**src/rtl/booth_sel_decoder.sv**
```systemverilog
// Rebuilds a two's-complement operand from serial radix-4 Booth select codes, LSB digit first.
// Latency: word valid the cycle after its last code; stalls on io_out_ready=0 with io_in_ready=0.
module booth_sel_decoder #(
  parameter int WIDTH = 64
) (
  input  logic             clock,
  input  logic             reset,
  input  logic             io_in_valid,
  output logic             io_in_ready,
  input  logic [3:0]       io_in_bits_sel,
  input  logic             io_flush,
  output logic             io_out_valid,
  input  logic             io_out_ready,
  output logic [WIDTH-1:0] io_out_bits_value,
  output logic             io_out_bits_err
);

  localparam int DIGITS = WIDTH / 2;
  localparam int CW     = (DIGITS > 1) ? $clog2(DIGITS) : 1;

  typedef enum logic {ACCUM, DONE} state_t;

  state_t           state, state_nxt;
  logic [WIDTH-1:0] acc, acc_nxt;
  logic [WIDTH-1:0] digit;
  logic [CW-1:0]    cnt, cnt_nxt;
  logic [CW:0]      shamt;
  logic             err, err_nxt;
  logic             illegal;
  logic             in_fire, out_fire, last_digit;

  // Sign-extended digit value; anything other than one-hot or zero is illegal and adds nothing.
  always_comb begin
    digit   = '0;
    illegal = 1'b0;
    case (io_in_bits_sel)
      4'b0000: digit = '0;
      4'b0001: digit = '1;
      4'b0010: digit = WIDTH'(1);
      4'b0100: digit = {{(WIDTH-1){1'b1}}, 1'b0};
      4'b1000: digit = WIDTH'(2);
      default: illegal = 1'b1;
    endcase
  end

  assign io_in_ready       = (state == ACCUM);
  assign io_out_valid      = (state == DONE);
  assign io_out_bits_value = (state == DONE) ? acc : '0;
  assign io_out_bits_err   = (state == DONE) ? err : 1'b0;

  assign in_fire    = io_in_valid && io_in_ready;
  assign out_fire   = io_out_valid && io_out_ready;
  assign last_digit = (cnt == CW'(DIGITS - 1));
  assign shamt      = {cnt, 1'b0};

  always_comb begin
    state_nxt = state;
    acc_nxt   = acc;
    cnt_nxt   = cnt;
    err_nxt   = err;
    case (state)
      ACCUM: begin
        if (in_fire) begin
          acc_nxt = acc + (digit << shamt);
          err_nxt = err | illegal;
          if (last_digit) begin
            cnt_nxt   = '0;
            state_nxt = DONE;
          end else begin
            cnt_nxt = cnt + CW'(1);
          end
        end
      end
      DONE: begin
        if (out_fire) begin
          acc_nxt   = '0;
          err_nxt   = 1'b0;
          state_nxt = ACCUM;
        end
      end
      default: state_nxt = ACCUM;
    endcase
    // Flush overrides any handshake in the same cycle.
    if (io_flush) begin
      state_nxt = ACCUM;
      acc_nxt   = '0;
      cnt_nxt   = '0;
      err_nxt   = 1'b0;
    end
  end

  always_ff @(posedge clock) begin
    if (!reset) begin
      state <= ACCUM;
      acc   <= '0;
      cnt   <= '0;
      err   <= 1'b0;
    end else begin
      state <= state_nxt;
      acc   <= acc_nxt;
      cnt   <= cnt_nxt;
      err   <= err_nxt;
    end
  end

endmodule

```
**config.mk**
```make
export PLATFORM = sky130hd
export DESIGN_NAME = booth_sel_decoder
export DESIGN_NICKNAME = d
export VERILOG_FILES = /design/src/rtl/booth_sel_decoder.sv
export SDC_FILE = /design/constraint.sdc
export NUM_CORES = 1
export LEC_CHECK = 0
export ABC_AREA = 0
export BUFFER_PORTS_ARGS = -buffer_cell sky130_fd_sc_hd__buf_2
export CORE_UTILIZATION = 42
export CTS_CLUSTER_DIAMETER = 200
export DETAILED_ROUTE_END_ITERATION = 16
export PLACE_DENSITY_LB_ADDON = 0.15
export SLEW_MARGIN = 20
export SYNTH_ARGS = -nofsm -noshare
export SYNTH_HDL_FRONTEND = slang
export SYNTH_SLANG_ARGS = --single-unit
```
**constraint.sdc**
```tcl
create_clock -name clock -period 6.8 [get_ports clock]
set_clock_uncertainty 0.1 [all_clocks]
set_input_delay 0.68 -clock clock [delete_from_list [all_inputs] [get_ports clock]]
set_output_delay 0.68 -clock clock [all_outputs]
set_load 0.02 [all_outputs]
```
==> flow_metrics.env <==
export IMPL_status="completed"
export IMPL_syn_to_final_growth_pct=10.2
export IMPL_die_h_um=134
export IMPL_r2r_end="acc[63]"
export IMPL_grt_util_all_layers=0.240
export IMPL_number_of_enable_type_register_cells_in_the_synthesized_netlist=0
export IMPL_die_outline_width_um=134
export IMPL_fin_worst_hold_slack_ns=0.373
export IMPL_postSynthCellCount=1010
export IMPL_grt_antenna_before_repair=0
export IMPL_slew_violations=0
export IMPL_synth_lib_cells_used_distinct=71
export IMPL_clk_pin_slew_ns=0.06
export IMPL_drc=0
export IMPL_worst_ep_required_time_ns=6.93
export IMPL_met3_usage=0.0306
export IMPL_min_path_cells=2
export IMPL_initialDrtViolationCount=600
export IMPL_synthesized_flop_and_latch_total=71
export IMPL_timing_rr_start="cnt[2]"
export IMPL_vias=7268
export IMPL_postCtsSetupRepairBufs=0
export IMPL_timing_final_hold_violations=0
export IMPL_grt_overflow=0
export IMPL_synth_async_sr_flop_share=0
export IMPL_nNetsFinal=1114
export IMPL_setup_worst_path_class="primary input to flop"
export IMPL_grt_setup_unrepaired="false"
export IMPL_reg2reg_setup_slack_ns=1.60
export IMPL_grt_pass1_vias=6589
export IMPL_placement_rows=47
export IMPL_drt_pass1_iter_count=7
export IMPL_synth_adder_area_share=0.115
export IMPL_timing_critical_path_fanout_max=7
export IMPL_global_route_usage_met1=0.325
export IMPL_fmax_ghz=0.189
export IMPL_critical_path_endpoint_type="flop"
export IMPL_route_final_wire_length_mm=21.0
export IMPL_setup_violations=0
export IMPL_worst_slew_pin_slew_ns=0.902
export IMPL_dp_hpwl_mm=15.7
export IMPL_totalNegativeSetupSlack_ns=0
export IMPL_ctsLongestPathBuffers=2
export IMPL_powerDensity_nw_per_um2=132
export IMPL_post_synth_xor_area_fraction=0.0683
export IMPL_total_of_warnings_raised_by_yosys=0
export IMPL_fillCellCount=1768
export IMPL_holdPathEnd="acc[47]"
export IMPL_cts_resized=0
export IMPL_numClockSinks=71
export IMPL_globalRoute_busiestLayer="met2"
export IMPL_period_needed_ns=5.29
export IMPL_maximum_number_of_pins_on_one_net_before_global_route_repair=70
export IMPL_synth_ff_type="dfxtp_1"
export IMPL_min_period_over_period=0.777
export IMPL_timing_hold_worst_start="acc[47]"
export IMPL_cts_hold_fix_buffers=0
export IMPL_post_synth_instance_area_sq_um=7310
export IMPL_layout_drive_gt1_share=0.124
export IMPL_gr_met2_demand_resource=0.390
export IMPL_layout_common_cells="nor2_1 (96), nand2_1 (95), a21oi_1 (95), o21ai_0 (80), buf_2 (75)"
export IMPL_ff2ff_path_depth=16
export IMPL_power_ir_vdd_worst_mv=0.120
export IMPL_crit_path_start_kind="primary input"
export IMPL_drt_antenna_violating_nets=0
export IMPL_leakage_uw=0.00376
export IMPL_timing_hold_worst_class="flop to flop"
export IMPL_synth_net_count=1085
export IMPL_core_region_area_sq_um=16800
export IMPL_globalplace_congestion=0.930
export IMPL_post_synth_and_or_nand_nor_area_fraction=0.255
export IMPL_cap_violations=0
export IMPL_ios=76
export IMPL_clock_tree_htree_level_count=3
export IMPL_die_footprint_sq_um=17900
export IMPL_port_buffers=75
export IMPL_tritoncts_num_buffers=9
export IMPL_initial_core_util=0.435
export IMPL_synth_avg_cell_area_sq_um=7.24
export IMPL_worst_skew_pair_late_latency_ns=0.35
export IMPL_detail_route_vias_per_cell=5.75
export IMPL_route_detailed_wl_per_inst_um=16.6
export IMPL_synth_compound_gate_area_share=0.319
export IMPL_first_pass_grt_wire_length_mm=34.3
export IMPL_most_frequent_standard_cell_in_the_layout_excluding_fill_and_tap_cells="nor2_1"
export IMPL_synth_top_family_by_area="compound AO/OA/AOI/OAI gates"
export IMPL_worst_slew_margin_rel=0.398
export IMPL_synthMuxAreaShare=0.00411
export IMPL_synth_sequential_area_ratio=0.194
export IMPL_crit_arrival_ns=5.41
export IMPL_clock_tree_from_tritoncts="yes"
export IMPL_insertedDiodeCount=0
export IMPL_clockRootBuffer="clkbuf_16"
==> synth_stat cells (all sizes together), types with 4 or more instances <==
master   instances  area share
dfxtp           71        0.19
or3              4      0.0034
o21ai           95       0.067
nor2            98       0.051
xor2            24       0.029
or2              5      0.0043
nand2           95       0.049
and4             4      0.0051
buf             10      0.0063
ha              65        0.11
nand2b          13       0.011
xnor2           33       0.040
nor3            13      0.0096
o41ai            4      0.0058
a2111oi          5       0.012
inv             18      0.0092
a21oi          100       0.070
nand3           17       0.012
and2            73       0.063
nor2b            9      0.0077
clkbuf          55       0.028
a22oi           27       0.028
o21a             9      0.0092
nor4             5      0.0043
o21bai          11       0.012
a211oi           6      0.0079
a21o            43       0.044
a31oi           18       0.015
and3            11      0.0094
o211ai           5      0.0051
o31ai            9       0.011
nand4           14       0.012
==> flip-flops by register name (all words and copies together), names as in the netlist <==
signal / cells
acc: 64
cnt: 5
err: 1
io_out_valid: 1
==> worst max-delay path, cell delays in order <==
cell,delay [ns]
buf_2,0.14
xnor2_1,0.14
or3_1,0.43
o21ai_0,0.24
nor2b_1,0.37
a21oi_1,0.13
o21ai_0,0.35
ha_1,0.39
a21oi_2,0.17
o21ai_2,0.09
a2111oi_4,0.38
nor2_2,0.10
o31ai_1,0.43
nor2_2,0.12
a311oi_4,0.36
o21ai_2,0.16
a211oi_4,0.28
nor4_1,0.10
o41ai_2,0.23
o31ai_2,0.10
==> worst max-delay path by stage <==
stage	from	endpoint	slack, ns
2_1_floorplan	io_in_bits_sel[0]	acc[63]	1.90
3_3_place_gp	io_in_bits_sel[0]	acc[63]	1.20
3_5_place_dp	io_in_bits_sel[0]	acc[63]	1.23
4_1_cts	io_in_bits_sel[0]	acc[63]	1.60
5_1_grt	io_in_bits_sel[0]	acc[63]	1.29
6_report	io_in_bits_sel[0]	acc[63]	1.51
==> area by class of cell <==
cell class / count / area, sq um / share of cell area
Sequential cell: 71 / 1420 / 0.177
Inverter: 18 / 67.6 / 0.00838
Multi-Input combinational cell: 856 / 5580 / 0.692
Clock inverter: 1 / 5.00 / 0.000621
Clock buffer: 14 / 254 / 0.0315
Timing Repair Buffer: 83 / 455 / 0.0565
Tap cell: 220 / 275 / 0.0342
==> power breakdown <==
part           total, uW  switching, uW  leakage [uW]  internal [uW]
Clock                441            186      0.000127            255
Sequential           432           7.96      0.000574            424
Combinational        187            123       0.00306           64.0
==> layer usage <==
layer / vias up / wire length, um / part of all wire
met4: 0 / 464 / 0.022
met1: 3343 / 10100 / 0.48
met2: 186 / 9540 / 0.46
met5: - / 0 / 0
met3: 31 / 812 / 0.039
li1: 3708 / - / -
==> stage by stage <==
stage	area [sq um]	worst slack [ns]	utilization	total power, uW	cells
5_1_grt	8060	1.29	0.479	1110	1263
6_report	8060	1.51	0.479	1060	1263
2_1_floorplan	7310	1.90	-	579	1010
4_1_cts	8030	1.60	0.478	1070	1262
3_5_place_dp	7770	1.23	0.462	626	1247
3_3_place_gp	7770	1.20	0.462	626	1247
==> cell families after synthesis <==
logic type                 count (synthesis)
and+or+nand+nor                          374
xor gates and xnor gates                  57
AOI/OAI and AO/OA                        355
muxes                                      3
adders and majority gates                 67
buffers and inverters                     83
DFF                                       71
No activity file was read; power rests on OpenSTA's default activity.
